## config.mk

```make
export PLATFORM = sky130hd
export DESIGN_NAME = seq_muldiv_unit
export DESIGN_NICKNAME = d
export VERILOG_FILES = /design/src/rtl/seq_muldiv_unit.sv
export SDC_FILE = /design/constraint.sdc
export NUM_CORES = 1
export LEC_CHECK = 0
export CORE_UTILIZATION = 40
export CTS_CLUSTER_SIZE = 20
export DETAILED_ROUTE_END_ITERATION = 8
export PLACE_DENSITY_LB_ADDON = 0.05
export SLEW_MARGIN = 20
export SYNTH_ARGS = -nofsm -noshare
export SYNTH_HDL_FRONTEND = slang
export SYNTH_SLANG_ARGS = --single-unit
```

## constraint.sdc

```tcl
create_clock -name iCLK -period 7.9 [get_ports iCLK]
set_input_delay 2.37 -clock iCLK [delete_from_list [all_inputs] [get_ports iCLK]]
set_output_delay 2.37 -clock iCLK [all_outputs]
set_load 0.03 [all_outputs]
```

## src/rtl/seq_muldiv_unit.sv

```systemverilog
// Iterative radix-2 RV32M-style multiply/divide unit (shift-add MUL, restoring DIV) with start/done handshake.
// Optional MULDIV_EARLY_OUT_EN: divide-by-zero, signed overflow and zero-operand multiplies skip CALC.
module seq_muldiv_unit #(
  parameter int WIDTH = 32
) (
  input  logic             iCLK,
  input  logic             iRST_n,
  input  logic             iStart,
  input  logic [2:0]       iOp,
  input  logic [WIDTH-1:0] iA,
  input  logic [WIDTH-1:0] iB,
  output logic             oReady,
  output logic             oBusy,
  output logic             oDone,
  output logic [WIDTH-1:0] oResult
);

  localparam int CW = $clog2(WIDTH + 1);

  localparam logic [2:0] OP_MUL    = 3'b000;
  localparam logic [2:0] OP_MULH   = 3'b001;
  localparam logic [2:0] OP_MULHSU = 3'b010;
  localparam logic [2:0] OP_MULHU  = 3'b011;
  localparam logic [2:0] OP_DIV    = 3'b100;
  localparam logic [2:0] OP_DIVU   = 3'b101;
  localparam logic [2:0] OP_REM    = 3'b110;
  localparam logic [2:0] OP_REMU   = 3'b111;

  localparam logic [WIDTH-1:0] ZEROS = {WIDTH{1'b0}};
  localparam logic [WIDTH-1:0] ONES  = {WIDTH{1'b1}};
  localparam logic [WIDTH-1:0] MINV  = {1'b1, {(WIDTH-1){1'b0}}};

  typedef enum logic [2:0] {
    S_IDLE = 3'd0,
    S_LOAD = 3'd1,
    S_CALC = 3'd2,
    S_FIX  = 3'd3,
    S_DONE = 3'd4
  } state_t;

  state_t           r_state;
  logic [2:0]       r_op;
  logic [WIDTH-1:0] r_m;
  logic [WIDTH-1:0] r_hi;
  logic [WIDTH-1:0] r_lo;
  logic [WIDTH-1:0] r_a;
  logic             r_neg_q;
  logic             r_neg_r;
  logic             r_divz;
  logic             r_ovf;
  logic             r_zero;
  logic [CW-1:0]    r_cnt;
  logic             r_busy;
  logic             r_done;
  logic [WIDTH-1:0] r_result;

  logic             w_is_div;
  logic             w_sgn_a;
  logic             w_sgn_b;
  logic             w_a_neg;
  logic             w_b_neg;
  logic [WIDTH-1:0] w_a_mag;
  logic [WIDTH-1:0] w_b_mag;
  logic             w_b_zero;
  logic             w_ovf;
  logic             w_mul_zero;
  logic             w_skip;

  // Operand decode: signedness, magnitudes and corner-case detection for LOAD
  always_comb begin
    w_is_div = iOp[2];
    w_sgn_a  = 1'b0;
    w_sgn_b  = 1'b0;
    case (iOp)
      OP_MUL, OP_MULH: begin
        w_sgn_a = 1'b1;
        w_sgn_b = 1'b1;
      end
      OP_MULHSU: begin
        w_sgn_a = 1'b1;
        w_sgn_b = 1'b0;
      end
      OP_DIV, OP_REM: begin
        w_sgn_a = 1'b1;
        w_sgn_b = 1'b1;
      end
      default: begin
        w_sgn_a = 1'b0;
        w_sgn_b = 1'b0;
      end
    endcase
    w_a_neg    = w_sgn_a & iA[WIDTH-1];
    w_b_neg    = w_sgn_b & iB[WIDTH-1];
    w_a_mag    = w_a_neg ? (~iA + WIDTH'(1)) : iA;
    w_b_mag    = w_b_neg ? (~iB + WIDTH'(1)) : iB;
    w_b_zero   = (iB == ZEROS);
    w_ovf      = w_is_div & w_sgn_a & (iA == MINV) & (iB == ONES);
    w_mul_zero = ~w_is_div & ((iA == ZEROS) | w_b_zero);
`ifdef MULDIV_EARLY_OUT_EN
    w_skip     = w_is_div ? (w_b_zero | w_ovf) : w_mul_zero;
`else
    w_skip     = 1'b0;
`endif
  end

  logic [WIDTH:0]   w_add;
  logic [WIDTH:0]   w_rem_sh;
  logic [WIDTH:0]   w_trial;
  logic             w_q_bit;
  logic [WIDTH-1:0] w_hi_nxt;
  logic [WIDTH-1:0] w_lo_nxt;

  // One iteration: shift-add for multiply, restoring subtract for divide
  always_comb begin
    w_add    = {1'b0, r_hi} + (r_lo[0] ? {1'b0, r_m} : {1'b0, ZEROS});
    w_rem_sh = {r_hi, r_lo[WIDTH-1]};
    w_trial  = w_rem_sh - {1'b0, r_m};
    w_q_bit  = (w_rem_sh >= {1'b0, r_m});
    if (r_op[2]) begin
      w_hi_nxt = w_q_bit ? w_trial[WIDTH-1:0] : w_rem_sh[WIDTH-1:0];
      w_lo_nxt = {r_lo[WIDTH-2:0], w_q_bit};
    end else begin
      w_hi_nxt = w_add[WIDTH:1];
      w_lo_nxt = {w_add[0], r_lo[WIDTH-1:1]};
    end
  end

  logic [2*WIDTH-1:0] w_prod;
  logic [2*WIDTH-1:0] w_prod_fix;
  logic [WIDTH-1:0]   w_quo_fix;
  logic [WIDTH-1:0]   w_rem_fix;
  logic [WIDTH-1:0]   w_result;

  // Sign correction and result selection, including the architectural corner values
  always_comb begin
    w_prod     = {r_hi, r_lo};
    w_prod_fix = r_neg_q ? (~w_prod + (2*WIDTH)'(1)) : w_prod;
    w_quo_fix  = r_neg_q ? (~r_lo + WIDTH'(1)) : r_lo;
    w_rem_fix  = r_neg_r ? (~r_hi + WIDTH'(1)) : r_hi;
    case (r_op)
      OP_MUL:                      w_result = r_zero ? ZEROS : w_prod_fix[WIDTH-1:0];
      OP_MULH, OP_MULHSU, OP_MULHU: w_result = r_zero ? ZEROS : w_prod_fix[2*WIDTH-1:WIDTH];
      OP_DIV:  w_result = r_divz ? ONES : (r_ovf ? MINV : w_quo_fix);
      OP_DIVU: w_result = r_divz ? ONES : r_lo;
      OP_REM:  w_result = r_divz ? r_a : (r_ovf ? ZEROS : w_rem_fix);
      OP_REMU: w_result = r_divz ? r_a : r_hi;
      default: w_result = ZEROS;
    endcase
  end

  // Control FSM and datapath registers
  always_ff @(posedge iCLK or negedge iRST_n) begin
    if (!iRST_n) begin
      r_state  <= S_IDLE;
      r_op     <= 3'b000;
      r_m      <= ZEROS;
      r_hi     <= ZEROS;
      r_lo     <= ZEROS;
      r_a      <= ZEROS;
      r_neg_q  <= 1'b0;
      r_neg_r  <= 1'b0;
      r_divz   <= 1'b0;
      r_ovf    <= 1'b0;
      r_zero   <= 1'b0;
      r_cnt    <= {CW{1'b0}};
      r_busy   <= 1'b0;
      r_done   <= 1'b0;
      r_result <= ZEROS;
    end else begin
      case (r_state)
        S_IDLE, S_DONE: begin
          r_done <= 1'b0;
          if (iStart) begin
            r_state <= S_LOAD;
            r_busy  <= 1'b1;
          end else begin
            r_state <= S_IDLE;
          end
        end
        S_LOAD: begin
          r_op    <= iOp;
          r_a     <= iA;
          r_hi    <= ZEROS;
          r_neg_q <= w_a_neg ^ w_b_neg;
          r_neg_r <= w_a_neg;
          r_divz  <= w_is_div & w_b_zero;
          r_ovf   <= w_ovf;
          r_zero  <= w_mul_zero;
          r_cnt   <= CW'(WIDTH);
          if (w_is_div) begin
            r_m  <= w_b_mag;
            r_lo <= w_a_mag;
          end else begin
            r_m  <= w_a_mag;
            r_lo <= w_b_mag;
          end
          r_state <= w_skip ? S_FIX : S_CALC;
        end
        S_CALC: begin
          r_hi  <= w_hi_nxt;
          r_lo  <= w_lo_nxt;
          r_cnt <= r_cnt - CW'(1);
          if (r_cnt == CW'(1)) begin
            r_state <= S_FIX;
          end else begin
            r_state <= S_CALC;
          end
        end
        S_FIX: begin
          r_result <= w_result;
          r_done   <= 1'b1;
          r_busy   <= 1'b0;
          r_state  <= S_DONE;
        end
        default: begin
          r_state <= S_IDLE;
          r_busy  <= 1'b0;
          r_done  <= 1'b0;
        end
      endcase
    end
  end

  assign oBusy   = r_busy;
  assign oReady  = ~r_busy;
  assign oDone   = r_done;
  assign oResult = r_result;

endmodule

```

==> flow_summary.ini, run 1 <==
[logic_synthesis]
yosysSeqAreaShare = 0.264
syn-num-nets = 2433
synthTopCellsByArea = dfrtp_1, nand2_1, o21ai_0
synth_area_um2 = 17000
synthCells = 2290
synth-seq-cells = 179
synth_area_leader_cell = dfrtp_1
synthFlopType = dfrtp_1
yosysWarnings = 0
async_flop_share = 1.00
synth_top_area_frac = 0.264
synth-edff-count = 0
synth.distinct_cells = 79
syn_area_per_cell_um2 = 7.40

[power]
swShare = 0.550
design_power_total_uw = 8880
intPower_uw = 4000
p_seq_frac = 0.234
combPwrFrac = 0.662
ir_worst_vdd_mv = 0.327
p_per_area_nw_per_um2 = 469
cellLeakagePower_uw = 0.00777
p_sw_uw = 4880
power_frac_clock = 0.104

[clocking]
cts_resized = 0
cts_setup_buffers = 0
cts_hold_buffers = 0
path_clk_slew_ps = 90
worstSkewPairLatency_ps = 510
cts_tree = yes
clockRootBuffer = clkbuf_16
clockBufferDepth = 2
cts-buffers-inserted = 17
cts.sinks = 179
cts_htree_levels = 4

[layout]
num-nets-final = 2418
most-common-layout-cells = nand2_1, o21ai_0, nor2_1, dfrtp_1, a21oi_1
num-fill-cells = 4269
fin_cells = 2827
drive_above_1_share = 0.0498
layout_commonest_cell = nand2_1
diodes = 0
area_growth_pct = 11.7
finish.instance_area_um2 = 18900

[setup_path]
critPathLaunchType = primary input
cp.required_ps = 8260
cp_max_fo = 4
path_class = in2reg
arrival_ps = 5610
cp-end-kind = register

[sta]
fin_hold_ws_ps = 484
hold_viol_final = 0
rsz0062_at_grt = false
fmax_mhz = 190
slew-limit-headroom = 0.256
post-route-period-util = 0.665
period_minus_slack_ps = 5260
setup_viol = 0
finalClockSkew_ps = 17.9
fin_setup_tns_ps = 0
tightest_slew_ps = 1090
finalMaxSlewViolations = 0

[place]
gp_congestion = 0.959
place_area_um2 = 18300
portBuffers = 104
dpl.cell_count = 2795
dpl.hpwl_mm = 54.9

[global_routing]
grt_pass1_wl_mm = 109
overflow = 0
grt_usage = 0.337
antenna_found_initial = 1
grt_max_degree = 84
grt_pass1_vias = 16400

[drt]
ant_nets = 0
wl_mm = 72.5
vias = 17500
drtIter0Drc = 1815
drtPass1Iterations = 7
drc = 0
vias_per_cell = 6.20
detail_route.wl_per_cell_um = 25.7

[status]
status = complete, no violations

[die]
die_y_um = 208
dieArea_um2 = 43200
num_rows = 75
die_w_um = 208
start_util = 0.405
core_area_um2 = 41900
io_pins = 105

[job]
drv_cap = 0

[worst_hold_path]
hp-class = reg2reg
cell type report:
class / instances / area, um2 / area share
Timing Repair Buffer: 142 / 1330 / 0.0700
Clock buffer: 18 / 439 / 0.0232
Tap cell: 539 / 674 / 0.0356
Sequential cell: 179 / 4480 / 0.237
Clock inverter: 14 / 160 / 0.00846
Inverter: 73 / 274 / 0.0145
Multi-Input combinational cell: 1862 / 11600 / 0.612
power groups by stage:
stage | combinational [uW] | clock, uW | sequential, uW
6_report | 5880 | 919 | 2080
5_1_grt | 6420 | 965 | 2110
4_1_cts | 5780 | 935 | 2040
3_5_place_dp | 5760 | 0 | 2060
3_3_place_gp | 5740 | 0 | 2050
2_1_floorplan | 4130 | 0 | 1760
per-stage QoR:
step | util | worst slack (ps)
6_report | 0.452 | 2640
3_3_place_gp | 0.438 | 2160
5_1_grt | 0.452 | 2300
3_5_place_dp | 0.438 | 2150
4_1_cts | 0.452 | 2700
2_1_floorplan | - | 3160
per-layer routing:
layer / global-route usage / part of all wire
met1: 0.498 / 0.48
met2: 0.478 / 0.41
met3: 0.0691 / 0.080
met4: 0.125 / 0.031
met5: 0 / 0.00018
path summary, 6_finish.rpt:
path	end	startpoint	cells past startpoint	slack, ps
min in group asynchronous	r_hi[19]$_DFFE_PN0N_	iRST_n	1	1930
min reg2reg	r_a[14]$_DFFE_PN0P_	r_a[14]$_DFFE_PN0P_	2	480
max in group asynchronous	r_m[7]$_DFFE_PN0P_	iRST_n	2	4700
max reg2reg	r_hi[29]$_DFFE_PN0N_	r_hi[2]$_DFFE_PN0N_	11	3300
max	r_lo[29]$_DFFE_PN0N_	iA[6]	10	2640
min	r_a[14]$_DFFE_PN0P_	r_a[14]$_DFFE_PN0P_	2	480
sequential cells by signal, indices dropped and copies added (netlist names):
name,flops
oBusy,1
oDone,1
oResult,32
r_a,32
r_cnt,6
r_divz,1
r_hi,32
r_lo,32
r_m,32
r_neg_q,1
r_neg_r,1
r_op,3
r_ovf,1
r_state,3
r_zero,1
worst max-delay path, cell delays in order:
cell	delay [ps]
clkdlybuf4s50_1	490
or4_1	590
nor4_1	430
nand2b_1	240
nor4b_1	740
a21oi_1	190
xnor2_1	220
nand2_1	70
o21ai_0	120
o221ai_1	150
synth_stat cells, types with 7 or more instances:
master	instances
nand2_1	361
o21ai_0	233
nor2_1	193
dfrtp_1	179
a21oi_1	173
clkbuf_1	152
xnor2_1	101
xor2_1	82
ha_1	71
inv_1	70
mux2i_1	61
o221ai_1	44
nor3_1	40
o211ai_1	33
a21o_1	32
nand3_1	31
o31ai_1	29
or3_1	29
a31oi_1	23
nand2b_1	21
nand4_1	21
a22oi_1	18
nor4_1	18
and2_1	17
buf_1	16
a211oi_1	15
or4_1	15
o21a_1	14
o41ai_1	14
nor2b_1	12
a221oi_1	9
a22o_1	9
or2_2	9
o2111ai_1	8
a21boi_0	7
a221o_1	7
and3_1	7
buf_2	7
o21bai_1	7
o22ai_1	7
kinds of logic (layout without fill, tap and decap cells):
group / Yosys count / count (layout) / synth area share
AOI/OAI and AO/OA: 739 / 739 / 0.276
buffers and inverters: 249 / 247 / 0.0561
muxes: 63 / 63 / 0.0373
adders and majority gates: 73 / 73 / 0.0548
DFF: 179 / 179 / 0.264
and+or+nand+nor: 804 / 804 / 0.217
xor gates and xnor gates: 183 / 183 / 0.0945
No activity file was read; power rests on OpenSTA's default activity.
==> inputs of run 2 (changes only) <==
==> constraint.sdc (replaced) <==
create_clock -name iCLK -period 4.35 [get_ports iCLK]
set_input_delay 1.305 -clock iCLK [delete_from_list [all_inputs] [get_ports iCLK]]
set_output_delay 1.305 -clock iCLK [all_outputs]
set_load 0.03 [all_outputs]
==> run 2 against run 1 <==
Power grew 88%. Register-to-register slack got worse by 3100 ps. Sequential cell count unchanged. Global-route usage rose by 1.3 points. Clock-buffer cell count rose by 4. Final cell count rose by 3.4%. Via count rose by 4.0%. Cell area up 3.9%.
==> flow_summary.ini, run 2 (synthesis gave the netlist of run 1 again) <==
[global_routing]
grt_pass1_vias = 17000
grt_usage = 0.350
grt_max_degree = 94
antenna_found_initial = 2
overflow = 0
grt_pass1_wl_mm = 113

[layout]
num-nets-final = 2511
multi_input_area_um2 = 11600
area_growth_pct = 16.1
seqCellArea_um2 = 4480
most-common-layout-cells = nand2_1, o21ai_0, nor2_1, dfrtp_1, a21oi_1
num-fill-cells = 4326
layout_commonest_cell = nand2_1
drive_above_1_share = 0.0861
fin_cells = 2923

[setup_path]
crit-reg2reg-launch = r_lo[2]$_DFFE_PN0N_
r2r_end = oResult[25]$_DFFE_PN0P_
crit_family = simple AND/OR/NAND/NOR gates
crit_chain = nor4_1, nand3_1, nor4_4, buf_4, nand2_2, or3_4, nand4_1, o21ai_0, nor3_1, o21ai_1
reg2reg_depth = 10
cp_slowest_cell = nor4_1
critPathLaunchType = register
arrival_ps = 4530
slowest_delay_ps = 970
path_depth = 10
cp-end-kind = register
cp.required_ps = 4710
cp_max_fo = 12
r2r_slack_ps = 180
path_buf_inv = 1
path_class = reg2reg

[die]
io_pins = 105
start_util = 0.405
core_area_um2 = 41900
die_w_um = 208
dieArea_um2 = 43200
num_rows = 75
die_y_um = 208

[clocking]
path_clk_slew_ps = 80
cts_resized = 0
clockRootBuffer = clkbuf_16
cts_tree = yes
cts_setup_buffers = 0
worstSkewPairLatency_ps = 490
cts_htree_levels = 4
clockBufferDepth = 2
cts_hold_buffers = 0
cts-buffers-inserted = 17
cts.sinks = 179

[sta]
period_minus_slack_ps = 4170
finalClockSkew_ps = 11.0
finalMaxSlewViolations = 0
fin_setup_tns_ps = 0
hold_viol_final = 0
post-route-period-util = 0.958
fmax_mhz = 240
slew-limit-headroom = 0.233
tightest_slew_ps = 1140
setup_viol = 0
rsz0062_at_grt = false

[drt]
wl_mm = 75.8
drtIter0Drc = 2011
drc = 0
ant_nets = 0
vias = 18200
drtPass1Iterations = 5
vias_per_cell = 6.23
detail_route.wl_per_cell_um = 25.9

[power]
ir_worst_vdd_mv = 0.430
p_per_area_nw_per_um2 = 850
cellLeakagePower_uw = 0.00823

[job]
drv_cap = 0

[worst_hold_path]
hp-class = reg2reg
hp-start = r_a[5]$_DFFE_PN0P_
min_to = r_a[5]$_DFFE_PN0P_
whs_path_depth = 2

[place]
dpl.hpwl_mm = 58.1
dpl.cell_count = 2888
portBuffers = 104
gp_congestion = 0.958

[status]
status = complete, no violations
run 2: cell count changes in the layout (fill, tap and decap cells not counted), moves of 2 or more:
cell	before	now
inv_6	1	3
buf_12	0	3
buf_4	38	128
diode_2	0	3
clkbuf_8	2	5
inv_8	6	2
run 2: cell type report:
cell class	count	share of cell area
Antenna cell	3	0.000381
Clock buffer	22	0.0246
Clock inverter	10	0.00572
Inverter	73	0.0139
Multi-Input combinational cell	1862	0.589
Sequential cell	179	0.228
Tap cell	539	0.0343
Timing Repair Buffer	235	0.105
run 2: power by group:
part           switching [uW]  internal [uW]  total (uW)  leakage, uW
Clock                     805            866        1670     0.000292
Sequential               1040           2450        3480      0.00220
Combinational            7220           4350       11600      0.00574
Total                    9060           7660       16700      0.00823
run 2: how the worst max path moves through the flow:
stage	from	to
after global routing	r_lo[0]$_DFFE_PN0N_	r_hi[31]$_DFFE_PN0N_
after CTS	r_lo[0]$_DFFE_PN0N_	r_hi[31]$_DFFE_PN0N_
after global placement	iB[13]	r_lo[30]$_DFFE_PN0N_
final	r_lo[2]$_DFFE_PN0N_	oResult[25]$_DFFE_PN0P_
after detailed placement	iB[13]	r_zero$_DFFE_PN0P_
after floorplan	iB[12]	r_lo[30]$_DFFE_PN0N_
run 2: through the flow:
step           hold WS [ps]  setup WS (ps)   util  power, uW  area (um2)
6_report                483            181  0.470      16700       19700
5_1_grt                 503           63.7  0.470      17800       19700
4_1_cts                 483            423  0.470      16500       19700
3_5_place_dp            464           80.8  0.456      14700       19100
3_3_place_gp            462           96.0  0.456      14700       19100
2_1_floorplan           437            676      -      10700       17000
run 2: metal layers:
| layer | vias up | wire [um] | global-route usage |
|---|---|---|---|
| li1 | 8370 | - | - |
| met1 | 8814 | 35400 | 0.521 |
| met2 | 912 | 30300 | 0.481 |
| met3 | 111 | 6990 | 0.0741 |
| met4 | 0 | 3070 | 0.153 |
| met5 | - | 0 | 0 |
run 2: tightest hold or removal path, delay by kind of cell (launching register included):
| kind | cells | cell delay (ps) |
|---|---|---|
| flip-flops | 1 | 350 |
| AND/OR/NAND/NOR | 2 | 100 |
